[config.mk]
export PLATFORM = sky130hd
export DESIGN_NAME = mem_port_ctrl
export DESIGN_NICKNAME = d
export VERILOG_FILES = /design/src/rtl/mem_port_ctrl.sv
export SDC_FILE = /design/constraint.sdc
export NUM_CORES = 1
export LEC_CHECK = 0
export ABC_AREA = 1
export ABC_CLOCK_PERIOD_IN_PS = 2300
export CELL_PAD_IN_SITES_DETAIL_PLACEMENT = 1
export CELL_PAD_IN_SITES_GLOBAL_PLACEMENT = 1
export CORE_MARGIN = 1
export CORE_UTILIZATION = 28
export CTS_BUF_LIST = sky130_fd_sc_hd__clkbuf_8
export CTS_CLUSTER_SIZE = 28
export DETAILED_ROUTE_END_ITERATION = 10
export PLACE_DENSITY_LB_ADDON = 0.1
export SETUP_SLACK_MARGIN = 0.1
export SLEW_MARGIN = 10
export SYNTH_ARGS = -nofsm -noshare
export SYNTH_HDL_FRONTEND = slang
export SYNTH_SLANG_ARGS = --single-unit
[constraint.sdc]
create_clock -name clk -period 2.3 [get_ports clk]
set_input_delay 0.46 -clock clk [delete_from_list [all_inputs] [get_ports clk]]
set_output_delay 0.46 -clock clk [all_outputs]
set_load 0.02 [all_outputs]
[src/rtl/mem_port_ctrl.sv]
// ----------------------------------------------------------------------------
// mem_port_ctrl
//
// Request-side initiator for the unified instruction/data memory. It accepts
// one core request at a time (load, store or fetch), drives a single memory
// cycle, waits out the memory's registered read latency and returns exactly
// one response. Stores below DATA_BASE and the reserved opcode are rejected
// without touching the memory.
//
// Ports
//   clk, rst       clock; synchronous active-high reset
//   I_req_valid    core request valid
//   O_req_ready    high only while idle
//   I_req_op       00 load, 01 store, 10 fetch, 11 reserved
//   I_req_addr     word address
//   I_req_wdata    store data
//   O_rsp_valid    response valid, held until I_rsp_ready
//   I_rsp_ready    core accepts the response
//   O_rsp_data     load data / fetched instruction; 0 for store and error
//   O_rsp_err      request was rejected
//   O_mem_en       memory enable
//   O_mem_rd       1 = read-only cycle, 0 = write at O_mem_addr2
//   O_mem_addr1    fetch address
//   O_mem_addr2    data address
//   O_mem_wdata    write data
//   I_mem_inst     memory fetch-port output
//   I_mem_rdata    memory data-port output
// ----------------------------------------------------------------------------
module mem_port_ctrl #(
    parameter int             AW        = 12,
    parameter int             DW        = 32,
    parameter logic [AW-1:0]  DATA_BASE = 12'h400
) (
    input  logic          clk,
    input  logic          rst,
    input  logic          I_req_valid,
    output logic          O_req_ready,
    input  logic [1:0]    I_req_op,
    input  logic [AW-1:0] I_req_addr,
    input  logic [DW-1:0] I_req_wdata,
    output logic          O_rsp_valid,
    input  logic          I_rsp_ready,
    output logic [DW-1:0] O_rsp_data,
    output logic          O_rsp_err,
    output logic          O_mem_en,
    output logic          O_mem_rd,
    output logic [AW-1:0] O_mem_addr1,
    output logic [AW-1:0] O_mem_addr2,
    output logic [DW-1:0] O_mem_wdata,
    input  logic [DW-1:0] I_mem_inst,
    input  logic [DW-1:0] I_mem_rdata
);

    typedef enum logic [1:0] {
        OP_LOAD  = 2'b00,
        OP_STORE = 2'b01,
        OP_FETCH = 2'b10,
        OP_RSVD  = 2'b11
    } op_t;

    typedef enum logic [1:0] {
        IDLE,
        ISSUE,
        WAIT,
        RESP
    } state_t;

    state_t        state;
    op_t           op_q;
    logic [AW-1:0] addr_q;

    op_t  req_op;
    logic req_illegal;

    assign req_op      = op_t'(I_req_op);
    // Unsigned compare: DATA_BASE itself is writable.
    assign req_illegal = (req_op == OP_RSVD) ||
                         ((req_op == OP_STORE) && (I_req_addr < DATA_BASE));

    // All outputs are registered: each output is set on the edge that enters
    // the state in which it must be visible.
    always_ff @(posedge clk) begin
        // NOTE: every register here is reset, including the memory-side
        // outputs, so a reset in ISSUE immediately drops en and restores rd=1.
        if (rst) begin
            state       <= IDLE;
            op_q        <= OP_LOAD;
            addr_q      <= '0;
            O_req_ready <= 1'b1;
            O_rsp_valid <= 1'b0;
            O_rsp_data  <= '0;
            O_rsp_err   <= 1'b0;
            O_mem_en    <= 1'b0;
            O_mem_rd    <= 1'b1;
            O_mem_addr1 <= '0;
            O_mem_addr2 <= '0;
            O_mem_wdata <= '0;
        end else begin
            // NOTE: non-blocking assignments throughout, so every branch reads
            // the pre-edge register values regardless of statement order.
            case (state)
                IDLE: begin
                    O_mem_en <= 1'b0;
                    O_mem_rd <= 1'b1;
                    if (I_req_valid) begin
                        op_q        <= req_op;
                        addr_q      <= I_req_addr;
                        O_req_ready <= 1'b0;
                        if (req_illegal) begin
                            // Rejected: no memory cycle, answer straight away.
                            state       <= RESP;
                            O_rsp_valid <= 1'b1;
                            O_rsp_err   <= 1'b1;
                            O_rsp_data  <= '0;
                        end else begin
                            state    <= ISSUE;
                            O_mem_en <= 1'b1;
                            if (req_op == OP_FETCH) begin
                                O_mem_addr1 <= I_req_addr;
                            end else begin
                                O_mem_addr2 <= I_req_addr;
                            end
                            if (req_op == OP_STORE) begin
                                O_mem_rd    <= 1'b0;
                                O_mem_wdata <= I_req_wdata;
                            end
                        end
                    end
                end

                ISSUE: begin
                    // The memory samples en/rd/addr on this edge; close the
                    // cycle so a write can never repeat.
                    state    <= WAIT;
                    O_mem_en <= 1'b0;
                    O_mem_rd <= 1'b1;
                end

                WAIT: begin
                    // Memory outputs updated on the previous edge; take them now.
                    state       <= RESP;
                    O_rsp_valid <= 1'b1;
                    O_rsp_err   <= 1'b0;
                    case (op_q)
                        OP_FETCH: O_rsp_data <= I_mem_inst;
                        OP_LOAD:  O_rsp_data <= I_mem_rdata;
                        default:  O_rsp_data <= '0;
                    endcase
                end

                RESP: begin
                    if (I_rsp_ready) begin
                        state       <= IDLE;
                        O_rsp_valid <= 1'b0;
                        O_rsp_err   <= 1'b0;
                        O_rsp_data  <= '0;
                        O_req_ready <= 1'b1;
                    end
                end

                default: begin
                    state <= IDLE;
                end
            endcase
        end
    end

endmodule

==> impl_metrics.tcl <==
set metrics [dict create \
    worstHoldStart "O_mem_addr2[10]" \
    powerDensity_mw_per_mm2 1150 \
    synth_top_flop_cell "dfxtp_1" \
    fillers 1856 \
    cp_cell_sequence "inv_1 -> ha_1 -> nand2_2 -> inv_2 -> nand2_2 -> nor2_4 -> inv_2 -> nor2_1 -> nor2_1" \
    track_usage_pct 19.3 \
    synthAdderAreaFrac_pct 1.46 \
    cts_inserted_buffers 9 \
    synthDistinctLibCells 25 \
    synthMuxAreaShare_pct 0 \
    r2r_slack_ns 0.38 \
    synth.avg_cell_area_sq_um 6.73 \
    hold_buffers 0 \
    grt_pass1_wl_um 24400 \
    synth_top_family_by_area "simple AND/OR/NAND/NOR gates" \
    drt-initial-drc-count 170 \
    synth.area.top_cells "dfxtp_1 (45%), nor2_1 (14%), nand2_1 (13%)" \
    grt_max_degree 36 \
    grt_overflow 0 \
    synth_seq_cells 97 \
    rsz0062_at_grt "no" \
    yosysMostFrequentCell "nor2_1" \
    synth-seq-area-share_pct 45.4 \
    r2r-end "O_mem_wdata[3]" \
    clkTransAtPathRegs_ns 0.10 \
    area_delta_synth_final_pct 58.1 \
    antenna_found_initial 0 \
    min_path_cells 2 \
    cts_tree "yes" \
    finalCriticalPeriod_ns 1.92 \
    worstPathRequired_ns 2.61 \
    io_buffers 206 \
    clock-sinks 97 \
    setup_viol 0 \
    critPathLaunchType "flop" \
    yosys.area_share.simple_pct 34.6 \
    violations "design-rule violations" \
    netlist_area_sq_mm 0.00428 \
    route.detailed.drc 12 \
    ff2ff_path_depth 9 \
    fmax_mhz 520 \
    crit_arrival_ns 2.24 \
    clockBufferDepth 2 \
    insertion_delay_ns 0.38 \
    vias 4763 \
    synth_common_cells "nor2_1 (158), nand2_1 (146), dfxtp_1 (97)" \
    tns_ns 0 \
    cp_num_cells 9 \
    critPathBufInv 3 \
    slew_headroom_pct 49.0 \
    holdPathEnd "O_mem_addr2[10]" \
    fin_nets 944 \
    cts_setup_buffers 0 \
    peakVddDrop_mv 0.495 \
    die_y_um 126 \
    seqCellArea_sq_mm 0.00194 \
    dp_hpwl_um 10800 \
    fin_skew_ns 0.0175 \
    place_ws_ns 0.112 \
    hold_slack_ns 0.472 \
    yosysWarnings 0 \
    ant_nets 0 \
    finalHoldViolations 0 \
    max_stage_delay_ns 0.42 \
    crit_path_end_kind "flop" \
    async_reset_ff_share_pct 0 \
    r2r_start "state[0]" \
    p_total_mw 7.81 \
    die_w_um 126 \
    drive_gt1_share_pct 4.82 \
    hold_class "flop to flop" \
    p_leak_nw 2.84 \
    drv_cap 0 \
    multi_input_area_sq_mm 0.00205 \
    synth_top_cell_by_area "dfxtp_1" \
    vias_per_cell 4.70 \
    maxSlewViolCount 0 \
    syn_nets 755 \
    cts_root_buf "clkbuf_8" \
    ctsResizeCount 0 \
    wl_per_cell_um 14.7 \
    cts.htree.levels 3 \
    critPathMaxFanout 32 \
    status "finished with violations" \
    num_antenna_cells 0 \
    worstSetupPathType "flop to flop" \
    fin_ws_ns 0.378 \
    synth_edf_count 0 \
    finalCritPeriodShare_pct 83.5 \
    syn-instance-count 636 \
    first_pass_iters 8 \
    synth-xor-area-share_pct 0 \
    io_pins 207 \
    routed_wl_um 14900 \
    gp_congestion 0.723 \
    synth_top_area_share_pct 45.4 \
    tightest_slew_ns 0.764 \
    synth-compound-area-share_pct 11.8 \
    rows 44 \
    grt_pass1_vias 4959 \
    core_area_sq_mm 0.0148 \
    dieArea_sq_mm 0.0158 \
    start_util_pct 29.0 \
    crit_slowest_cell "inv_2" \
    critPathTopFamily "buffers and inverters" \
]
## layout by cell type (no fill, tap or decap), types with 5 or more instances in the layout
cell type and n:
clkdlybuf4s50_1 206, nor2_1 158, nand2_1 146, dfxtp_1 97, nand3_1 53, o21ai_0 46, a21oi_1 41, inv_1 22
o21ai_1 11, clkbuf_8 10, buf_4 8, ha_1 5, buf_12 5
## worst reg2reg max path, delay by kind of cell, from the launching register on
kind	cells	cell delay [ns]
buffers and inverters	3	0.59
and+or+nand+nor	5	0.57
DFF	1	0.41
adders and majority gates	1	0.31
## registers in the layout, summed over array words and instances (netlist names)
name         count
O_rsp_data      32
O_mem_rd         1
state            2
O_mem_wdata     32
O_mem_addr2     12
op_q             2
O_rsp_valid      1
O_mem_en         1
O_mem_addr1     12
O_rsp_err        1
O_req_ready      1
## report_power, final
| part | internal, mW | total (mW) | switching [mW] |
|---|---|---|---|
| Sequential | 2.14 | 2.40 | 0.262 |
| Clock | 0.647 | 1.28 | 0.636 |
| Combinational | 1.76 | 4.13 | 2.37 |
| Total | 4.54 | 7.81 | 3.27 |
## cell families after synthesis
kind of cell             after synthesis
buffers and inverters                 67
adder cells (fa/ha/maj)                5
flip-flops                            97
AO/OA/AOI/OAI                        100
AND/OR/NAND/NOR                      367
## per-layer routing
metal  GRT usage, %  vias to the layer above  share of wire [%]
met5              0                        -                  0
met2           33.8                      126                 49
met1           22.3                     2222                 42
met4           7.46                        0                1.8
li1               -                     2399                  -
met3           5.35                       16                7.8
## cell type report
class	instances	area share [%]
clock buffer	10	2.03
timing repair buffer	219	32.8
multi-input combinational	472	30.3
inverter	26	1.48
sequential	97	28.7
tap	184	3.40
clock inverter	6	1.31
## through the flow
step	instance area (sq um)	utilization (%)	cells
2_1_floorplan	4280	-	636
3_3_place_gp	6540	44.3	998
3_5_place_dp	6540	44.3	998
4_1_cts	6770	45.9	1014
5_1_grt	6770	45.9	1014
6_report	6770	45.9	1014
## how the worst max path moves through the flow
stage                    from              end  slack [ns]
5_1_grt              state[0]  O_mem_wdata[27]        0.16
3_5_place_dp   I_req_addr[10]   O_mem_wdata[3]        0.11
3_3_place_gp   I_req_addr[10]  O_mem_wdata[24]        0.24
2_1_floorplan        state[0]   O_rsp_data[21]        0.68
6_report             state[0]   O_mem_wdata[3]        0.38
4_1_cts              state[0]   O_mem_wdata[3]        0.36
(Power assumes the default switching activity.)
